### src/rtl/raspi_spi_pkg.sv
// rtl/raspi_spi_pkg.sv - shared widths, types and command opcodes for the Pi SPI command link
package raspi_spi_pkg;

    localparam int CMD_W              = 8;
    localparam int DEFAULT_FIFO_DEPTH = 4;

    typedef logic [CMD_W-1:0] cmd_t;

    // Opcodes understood by the consumer logic in final_project
    localparam cmd_t OP_NOP        = 8'h00;
    localparam cmd_t OP_START      = 8'h01;
    localparam cmd_t OP_STOP       = 8'h02;
    localparam cmd_t OP_READ_STR   = 8'h10;
    localparam cmd_t OP_CLEAR      = 8'h20;
    localparam cmd_t OP_SOFT_RESET = 8'hFF;

endpackage

### src/rtl/cmd_fifo.sv
// rtl/cmd_fifo.sv - synchronous command FIFO, one push and one pop per cycle
module cmd_fifo
    import raspi_spi_pkg::*;
#(
    parameter int DEPTH = DEFAULT_FIFO_DEPTH
) (
    input  logic clk,
    input  logic reset,
    input  logic push,
    input  cmd_t push_data,
    input  logic pop,
    output cmd_t head,
    output logic empty,
    output logic full
);

    localparam int AW = (DEPTH > 1) ? $clog2(DEPTH) : 1;

    cmd_t          mem [DEPTH];
    logic [AW-1:0] wr_ptr;
    logic [AW-1:0] rd_ptr;
    logic [AW:0]   count;
    logic          do_push;
    logic          do_pop;

    assign empty   = (count == '0);
    assign full    = (count == (AW+1)'(DEPTH));
    assign do_pop  = pop & ~empty;
    // A full FIFO still takes a push when the head leaves in the same cycle
    assign do_push = push & (~full | do_pop);
    assign head    = empty ? '0 : mem[rd_ptr];

    always_ff @(posedge clk or posedge reset) begin
        if (reset) begin
            wr_ptr <= '0;
            rd_ptr <= '0;
            count  <= '0;
        end else begin
            if (do_push) wr_ptr <= wr_ptr + 1'b1;
            if (do_pop)  rd_ptr <= rd_ptr + 1'b1;
            case ({do_push, do_pop})
                2'b10:   count <= count + 1'b1;
                2'b01:   count <= count - 1'b1;
                default: ;
            endcase
        end
    end

    always_ff @(posedge clk) begin
        if (do_push) mem[wr_ptr] <= push_data;
    end

endmodule

### src/rtl/spi_raspi_cmd_rx.sv
// rtl/spi_raspi_cmd_rx.sv - oversampled SPI command receiver from the Pi with command FIFO and action latch
module spi_raspi_cmd_rx
    import raspi_spi_pkg::*;
#(
    parameter int FIFO_DEPTH = DEFAULT_FIFO_DEPTH
) (
    input  logic clk,
    input  logic reset,
    input  logic sclk,
    input  logic load,
    input  logic sdi,
    output cmd_t cmd_byte,
    output logic cmd_valid,
    input  logic cmd_ready,
    output cmd_t action,
    output logic action_valid,
    output logic frame_err,
    output logic overflow
);

    logic sclk_s1, sclk_s2, sclk_s3;
    logic load_s1, load_s2, load_s3;
    logic sdi_s1, sdi_s2;

    always_ff @(posedge clk or posedge reset) begin
        if (reset) begin
            sclk_s1 <= 1'b0; sclk_s2 <= 1'b0; sclk_s3 <= 1'b0;
            load_s1 <= 1'b0; load_s2 <= 1'b0; load_s3 <= 1'b0;
            sdi_s1  <= 1'b0; sdi_s2  <= 1'b0;
        end else begin
            sclk_s1 <= sclk; sclk_s2 <= sclk_s1; sclk_s3 <= sclk_s2;
            load_s1 <= load; load_s2 <= load_s1; load_s3 <= load_s2;
            sdi_s1  <= sdi;  sdi_s2  <= sdi_s1;
        end
    end

    logic sclk_rise, load_rise, load_fall;

    assign sclk_rise = sclk_s2 & ~sclk_s3;
    assign load_rise = load_s2 & ~load_s3;
    assign load_fall = ~load_s2 & load_s3;

    logic [1:0] settle;
    logic       primed;
    logic       frame_on;
    logic       has_byte;
    logic [2:0] bit_cnt;
    logic [2:0] bit_cnt_nxt;
    logic [6:0] sr;
    cmd_t       cand;
    cmd_t       new_byte;
    logic       bit_en;
    logic       byte_done;
    logic       pop;
    logic       fifo_empty;
    logic       fifo_full;

    // A bit landing in the same cycle as load_fall still belongs to the closing frame
    assign bit_en      = frame_on & sclk_rise & (load_s2 | load_fall);
    assign byte_done   = bit_en & (bit_cnt == 3'd7);
    assign new_byte    = {sr, sdi_s2};
    assign bit_cnt_nxt = bit_en ? bit_cnt + 3'd1 : bit_cnt;
    assign pop         = cmd_valid & cmd_ready;
    assign cmd_valid   = ~fifo_empty;

    // primed stays low until load is seen low through a settled synchroniser, so a
    // load already high when reset releases never opens a frame
    always_ff @(posedge clk or posedge reset) begin
        if (reset) begin
            settle       <= 2'd0;
            primed       <= 1'b0;
            frame_on     <= 1'b0;
            has_byte     <= 1'b0;
            bit_cnt      <= 3'd0;
            sr           <= '0;
            cand         <= '0;
            action       <= '0;
            action_valid <= 1'b0;
            frame_err    <= 1'b0;
            overflow     <= 1'b0;
        end else begin
            action_valid <= 1'b0;
            frame_err    <= 1'b0;

            if (settle != 2'd2)
                settle <= settle + 2'd1;
            else if (!load_s2)
                primed <= 1'b1;

            if (load_rise && primed) begin
                frame_on <= 1'b1;
                bit_cnt  <= 3'd0;
                sr       <= '0;
                has_byte <= 1'b0;
            end else if (frame_on) begin
                if (bit_en) begin
                    sr      <= new_byte[6:0];
                    bit_cnt <= bit_cnt_nxt;
                    if (byte_done) begin
                        cand     <= new_byte;
                        has_byte <= 1'b1;
                    end
                end
                if (load_fall) begin
                    frame_on <= 1'b0;
                    bit_cnt  <= 3'd0;
                    if (has_byte || byte_done) begin
                        action       <= byte_done ? new_byte : cand;
                        action_valid <= 1'b1;
                    end
                    if (bit_cnt_nxt != 3'd0)
                        frame_err <= 1'b1;
                end
            end

            if (byte_done && fifo_full && !pop)
                overflow <= 1'b1;
        end
    end

    cmd_fifo #(
        .DEPTH (FIFO_DEPTH)
    ) u_fifo (
        .clk       (clk),
        .reset     (reset),
        .push      (byte_done),
        .push_data (new_byte),
        .pop       (pop),
        .head      (cmd_byte),
        .empty     (fifo_empty),
        .full      (fifo_full)
    );

endmodule

### config.mk
export PLATFORM = sky130hd
export DESIGN_NAME = spi_raspi_cmd_rx
export DESIGN_NICKNAME = d
export VERILOG_FILES = /design/src/rtl/raspi_spi_pkg.sv /design/src/rtl/cmd_fifo.sv /design/src/rtl/spi_raspi_cmd_rx.sv
export SDC_FILE = /design/constraint.sdc
export NUM_CORES = 1
export LEC_CHECK = 0
export ABC_AREA = 1
export BUFFER_PORTS_ARGS = -buffer_cell sky130_fd_sc_hd__buf_2
export CORE_MARGIN = 1.5
export CORE_UTILIZATION = 30
export CTS_CLUSTER_DIAMETER = 30
export DETAILED_ROUTE_END_ITERATION = 7
export PLACE_DENSITY = 0.55
export SLEW_MARGIN = 20
export SYNTH_ARGS = -nofsm -noshare
export SYNTH_HDL_FRONTEND = slang
export SYNTH_HIERARCHICAL = 1
export SYNTH_SLANG_ARGS = --single-unit
### constraint.sdc
create_clock -name clk -period 2.25 [get_ports clk]
set_clock_uncertainty 0.2 [all_clocks]
set_input_delay 0.675 -clock clk [delete_from_list [all_inputs] [get_ports clk]]
set_output_delay 0.675 -clock clk [all_outputs]
set_load 0.005 [all_outputs]
### Yosys cells after proc, flatten, opt, wreduce, memory -nomap -nowiden

Memories as Yosys holds them, arrays and structs flattened.
Cells that the tools add are included.
W data, S select, Z words.

| cells by class | value |
|---|---|
| reduce and logical (&&, ||, !) cells | 18 |
| bitwise logic cells | 18 |
| equality and inequality tests | 5 |
| multiplexer cells | 28 |
| add/sub/neg operators | 6 |

Operators with widths:

| operator | count |
|---|---|
| $mux W7 | 3 |
| $mux W1 | 17 |
| $mux W8 | 2 |
| $mux W3 | 5 |
| $and A1 B1 Y1 | 9 |
| $reduce_bool A2 Y1 | 4 |
| $not A1 Y1 | 7 |
| $add A2 B1 Y2 const B | 3 |
| $add A3 B1 Y3 const B | 2 |
| $eq A3 B3 Y1 const B | 2 |
| $pmux W3 S2 | 1 |
| $reduce_and A2 Y1 | 3 |
| $reduce_and A3 Y1 | 2 |
| $reduce_bool A3 Y1 | 2 |
| $reduce_and A4 Y1 | 1 |
| $logic_and A1 B1 Y1 | 3 |
| $logic_not A3 Y1 | 1 |
| $sub A3 B1 Y3 const B | 1 |
| $eq A2 B1 Y1 const B | 1 |
| $eq A2 B2 Y1 const B | 1 |
| $ne A2 B2 Y1 const B | 1 |
| $or A1 B1 Y1 | 2 |
| $logic_not A1 Y1 | 1 |
| $logic_or A1 B1 Y1 | 1 |

| word-level totals | value |
|---|---|
| memories kept | 1 |
| bits in writable memories | 32 |
| logic and storage cells | 98 |
| output and inout bits | 20 |
| bits in registers | 49 |

Memory list:

| memory | words | width | read ports | clocked after Yosys merged registers in | wr ports | RTL line | text |
|---|---|---|---|---|---|---|---|
| u_fifo.mem | 4 | 8 | 1 | 0 | 1 | cmd_fifo.sv:19 | `cmd_t mem [DEPTH];` |

### Logic depth before layout (Yosys ltp)

| depth | value |
|---|---|
| depth in word-level cells | 10 |
| gate-level depth with buffers | 17 |
| depth with buffers taken out | 17 |

### By module

The synthesis kept the hierarchy.

Modules (own cells, without submodules):

| module | times used | cells each | area each (um2) |
|---|---|---|---|
| cmd_fifo | 1 | 186 | 1840.5 |
| spi_raspi_cmd_rx | 1 | 192 | 1811.7 |

### Worst setup path after synthesis

No wires, ideal clock.

| timing path | value |
|---|---|
| path type | reg-to-reg |
| start | reg bit_cnt[0] |
| end | reg u_fifo.count[2] |
| path slack | -0.171 ns |
| required time | 1.933 ns |
| buffers on the path | 1 |
| arrival | 2.104 ns |
| cell stages (with the launch flop) | 14 |
| path through | dfrtp_1 > ha_1 > ha_1 > nand3_4 > buf_6 > inv_1 > nand2_2 > ha_1 > inv_1 > fa_1 > nand2_1 > nand3_1 > nand2_1 > nand2_1 |

| between the ends | value |
|---|---|
| cells in the longest elaborated chain, start to end | 5 |
| elaborated cells on any way between the ends | 7 |
| classes of those cells | eq/ne (3); mux (1); bitwise (2); reduce/logical (1) |

Ends and longest elaborated chain:

| element | RTL line | text |
|---|---|---|
| from (decl) | spi_raspi_cmd_rx.sv:47 | `logic [2:0] bit_cnt;` |
| from (signal assigned) | spi_raspi_cmd_rx.sv:98 | `bit_cnt <= bit_cnt_nxt;` |
| $eq A3 B3 Y1 (*) | spi_raspi_cmd_rx.sv:60 | `assign byte_done = bit_en & (bit_cnt == 3'd7);` |
| $and A1 B1 Y1 (*) | spi_raspi_cmd_rx.sv:60 |  |
| via byte_done | spi_raspi_cmd_rx.sv:53 | `logic byte_done;` |
| $and A1 B1 Y1 (*) | cmd_fifo.sv:30 | `assign do_push = push & (~full \| do_pop);` |
| $eq A2 B1 Y1 / $eq A2 B2 Y1 (equally long branches) | cmd_fifo.sv:41 | `case ({do_push, do_pop})` |
| $pmux W3 S2 / $reduce_bool A2 Y1 (equally long branches) | n/a |  |
| to (signal assigned) | cmd_fifo.sv:42 | `2'b10: count <= count + 1'b1;` |
| to (signal assigned) | cmd_fifo.sv:43 | `2'b01: count <= count - 1'b1;` |
| to (decl) | cmd_fifo.sv:22 | `logic [AW:0] count;` |

The timed path passes the listed nets; every way through them passes the cells marked *.
A chain may end at the register's enable or synchronous reset.

### Final worst setup path

| timing path | value |
|---|---|
| start | reg u_fifo.count[2] |
| end | out cmd_byte[0] |

| between the ends | value |
|---|---|
| cells in the longest elaborated chain, start to end | 2 |

Ends and longest elaborated chain:

| element | RTL line | text |
|---|---|---|
| $logic_not A3 Y1 | cmd_fifo.sv:26 | `assign empty = (count == '0);` |
| via fifo_empty | spi_raspi_cmd_rx.sv:55 | `logic fifo_empty;` |
| $mux W8 | cmd_fifo.sv:31 | `assign head = empty ? '0 : mem[rd_ptr];` |
| to (decl) | spi_raspi_cmd_rx.sv:12 | `output cmd_t cmd_byte,` |

The timed path passes the listed nets, and every way through them passes these cells.

==> flow_summary.yaml <==
timing:
  setup_violations: 4
  hold_viol: 0
  rsz0062_at_grt: "true"
  relSlewSlack_pct: 61.7
  fin_crit_sh_pct: 101
  drv_slew: 0
  tightest_slew_ns: 0.571
  post-route-min-period_ns: 2.27
  max_freq_mhz: 441
  worst_slack_ns: -0.0192
cts:
  cts-buffers-inserted: 9
  cts_tree: "yes"
  clockRootBuffer: "clkbuf_16"
  hold_buffers: 0
  clockBufferDepth: 2
  ctsHtreeMaxLevel: 3
  cts_sinks: 81
  insertion_delay_ns: 0.34
  path_clk_slew_ns: 0.06
critical_path:
  slowest_stage: "dfrtp_1"
  crit_required_ns: 1.37
  crit_path_frequent_cell: "inv_2"
  crit_type: "reg -> out"
  critPathBufInv: 4
  crit_chain: "inv_2, nand2_1, inv_2, buf_8, a21oi_1, buf_2"
  max_stage_delay_ns: 0.44
  cp-end-kind: "output pin"
  cp-start-kind: "flop"
  crit_start: "u_fifo/count[2]"
  cp_max_fo: 8
  cp_top_family: "flip-flops"
  cp.arrival_ns: 1.39
  r2r_start: "u_fifo/count[1]"
layout:
  area_growth_pct: 24.4
  instances_no_fill: 586
  drive_gt1_share_pct: 27.8
  final_net_count: 449
  fill_cells: 1162
  multi_input_area_mm2: 0.00119
  post-route-util_pct: 38.0
  ff_latch_area_mm2: 0.00219
  diodes: 0
placement:
  dp_cells: 561
  gp_congestion: 0.795
  numPortBuffers: 25
  hpwlAfterDp_mm: 4.59
yosys:
  postSynth.asyncResetShare_pct: 60.5
  synthCells: 378
  synth_cell_types: 28
  avgSynthCellArea_um2: 9.66
  ys_ff_latch: 81
  netlist.area_leader.share_pct: 33.6
  synth_edf_count: 32
  synth-main-ff-cell: "dfrtp_1"
  synth_top_cell_by_area: "dfrtp_1"
  syn_nets: 393
  yosys_warnings: 6
  synth_area_mm2: 0.00365
  synthMostInstantiatedCell: "nand2_1"
  synth_area_leaders: "dfrtp_1 34%, edfxtp_1 26%, nand2_1 12%"
  seq_area_frac_synth_pct: 59.9
  yosys-top-cells-count: "120 x nand2_1, 74 x inv_1, 49 x dfrtp_1, 32 x edfxtp_1, 26 x nand3_1"
power_and_ir_drop:
  p_leak_nw: 2.25
  max-vdd-ir-drop_mv: 0.447
  p_per_area_mw_per_mm2: 694
min_path:
  hp-class: "in -> async"
floorplanning:
  die_w_um: 113
  die_y_um: 113
  num_rows: 40
  start_util_pct: 30.5
  io-pin-count: 26
  die_area_mm2: 0.0128
  core_area_mm2: 0.0120
global_routing:
  overflow: 0
  grt_usage_pct: 11.8
  grt_pass1_vias: 2471
  grt_pass1_wl_mm: 11.8
  grt_max_degree: 18
  antenna_found_initial: 0
route:
  wl_per_cell_um: 11.7
  routed-via-count: 2512
  drc: 0
  first_pass_iters: 4
  vias_per_cell: 4.29
  drt_iter0_drc: 101
  ant_nets: 0
  finalWirelength_mm: 6.87
run_status:
  status: "finished with violations"
  failed_checks: "setup timing"
run:
  cap_viol_max_count: 0
## logic make-up after synthesis
logic type | after synthesis | synth area share, %
buf+inv | 86 | 10.1
simple gates | 168 | 20.4
xor+xnor | 3 | 0.720
flops | 81 | 59.9
fa+ha+maj | 9 | 3.29
compound gates | 31 | 5.58
## cell type report
class / count / share of cell area, %
clock buffers: 9 / 4.96
clock inverters: 7 / 1.87
inverters: 80 / 6.94
multi-input cells: 211 / 26.3
flip-flops and latches: 81 / 48.2
well taps: 147 / 4.05
repair buffers: 51 / 7.76
## state kept, by name, summed over array words and instances, names as in the netlist
register       cells
sr                 7
sdi_s2             1
u_fifo/rd_ptr      2
u_fifo/count       3
load_s1            1
sclk_s3            1
overflow           1
cand               8
action_valid       1
action             8
settle             2
u_fifo/wr_ptr      2
has_byte           1
bit_cnt            3
primed             1
frame_on           1
load_s2            1
frame_err          1
u_fifo/mem        32
sclk_s1            1
load_s3            1
sdi_s1             1
sclk_s2            1
## power by group
part | internal, mW | switching [mW]
clock network | 0.881 | 0.620
registers | 1.55 | 0.0131
logic | 0.0264 | 0.0657
total | 2.45 | 0.698
## path summary, 6_finish.rpt
| path | endpoint | slack (ns) | depth (start not counted) |
|---|---|---|---|
| max in group asynchronous | bit_cnt[2] | 1.18 | 3 |
| min in group clk | sdi_s2 | 0.14 | 0 |
| min reg2reg | sdi_s2 | 0.14 | 0 |
| max reg2reg | u_fifo/count[2] | 0.04 | 16 |
| max | cmd_byte[0] | -0.02 | 6 |
| min | u_fifo/wr_ptr[0] | 0.08 | 2 |
## through the flow
stage | power, mW | hold slack (ns) | setup TNS [ns] | instance area (um2) | setup slack [ns]
after global routing | 3.27 | 0.103 | -0.588 | 4540 | -0.102
final | 3.15 | 0.0837 | -0.0365 | 4540 | -0.0192
after CTS | 3.20 | 0.0838 | -0.0740 | 4480 | -0.0213
after floorplan | 1.66 | 0.131 | 0 | 3690 | 0.0167
after global placement | 1.68 | 0.131 | 0 | 4060 | 0.0256
after detailed placement | 1.68 | 0.135 | -0.0323 | 4060 | -0.0256
## placed cells by master, fill, tap and decap left out, types with 8 or more instances in the layout
cell       count
o21ai_2        8
dfrtp_1       48
nor2_1         9
clkbuf_16      9
buf_2         25
edfxtp_1      32
nand3_1       19
inv_1         65
nand2_1      115
nand2_2        8
inv_2         10
buf_4         23
## worst reg2reg max path: cells and delay by family, from the launching register on
kind          cells  cell delay, ns
flops             1            0.39
simple gates      9            0.75
fa+ha+maj         2            0.50
buf+inv           5            0.26
## metal layers
layer	track usage (%)	vias to the layer above	part of all wire (%)
li1	-	1292	-
met1	15.2	1181	48
met2	18.7	30	47
met3	2.73	9	2.9
met4	5.50	0	1.5
met5	0	-	0
## what timing repair did
action,4_1_cts,5_1_grt
buffers inserted,7,3
setup endpoints to repair,8,10
cloned,0,0
pin swaps,4,9
resized for setup,12,19
Power figures use the tool's default switching activity.
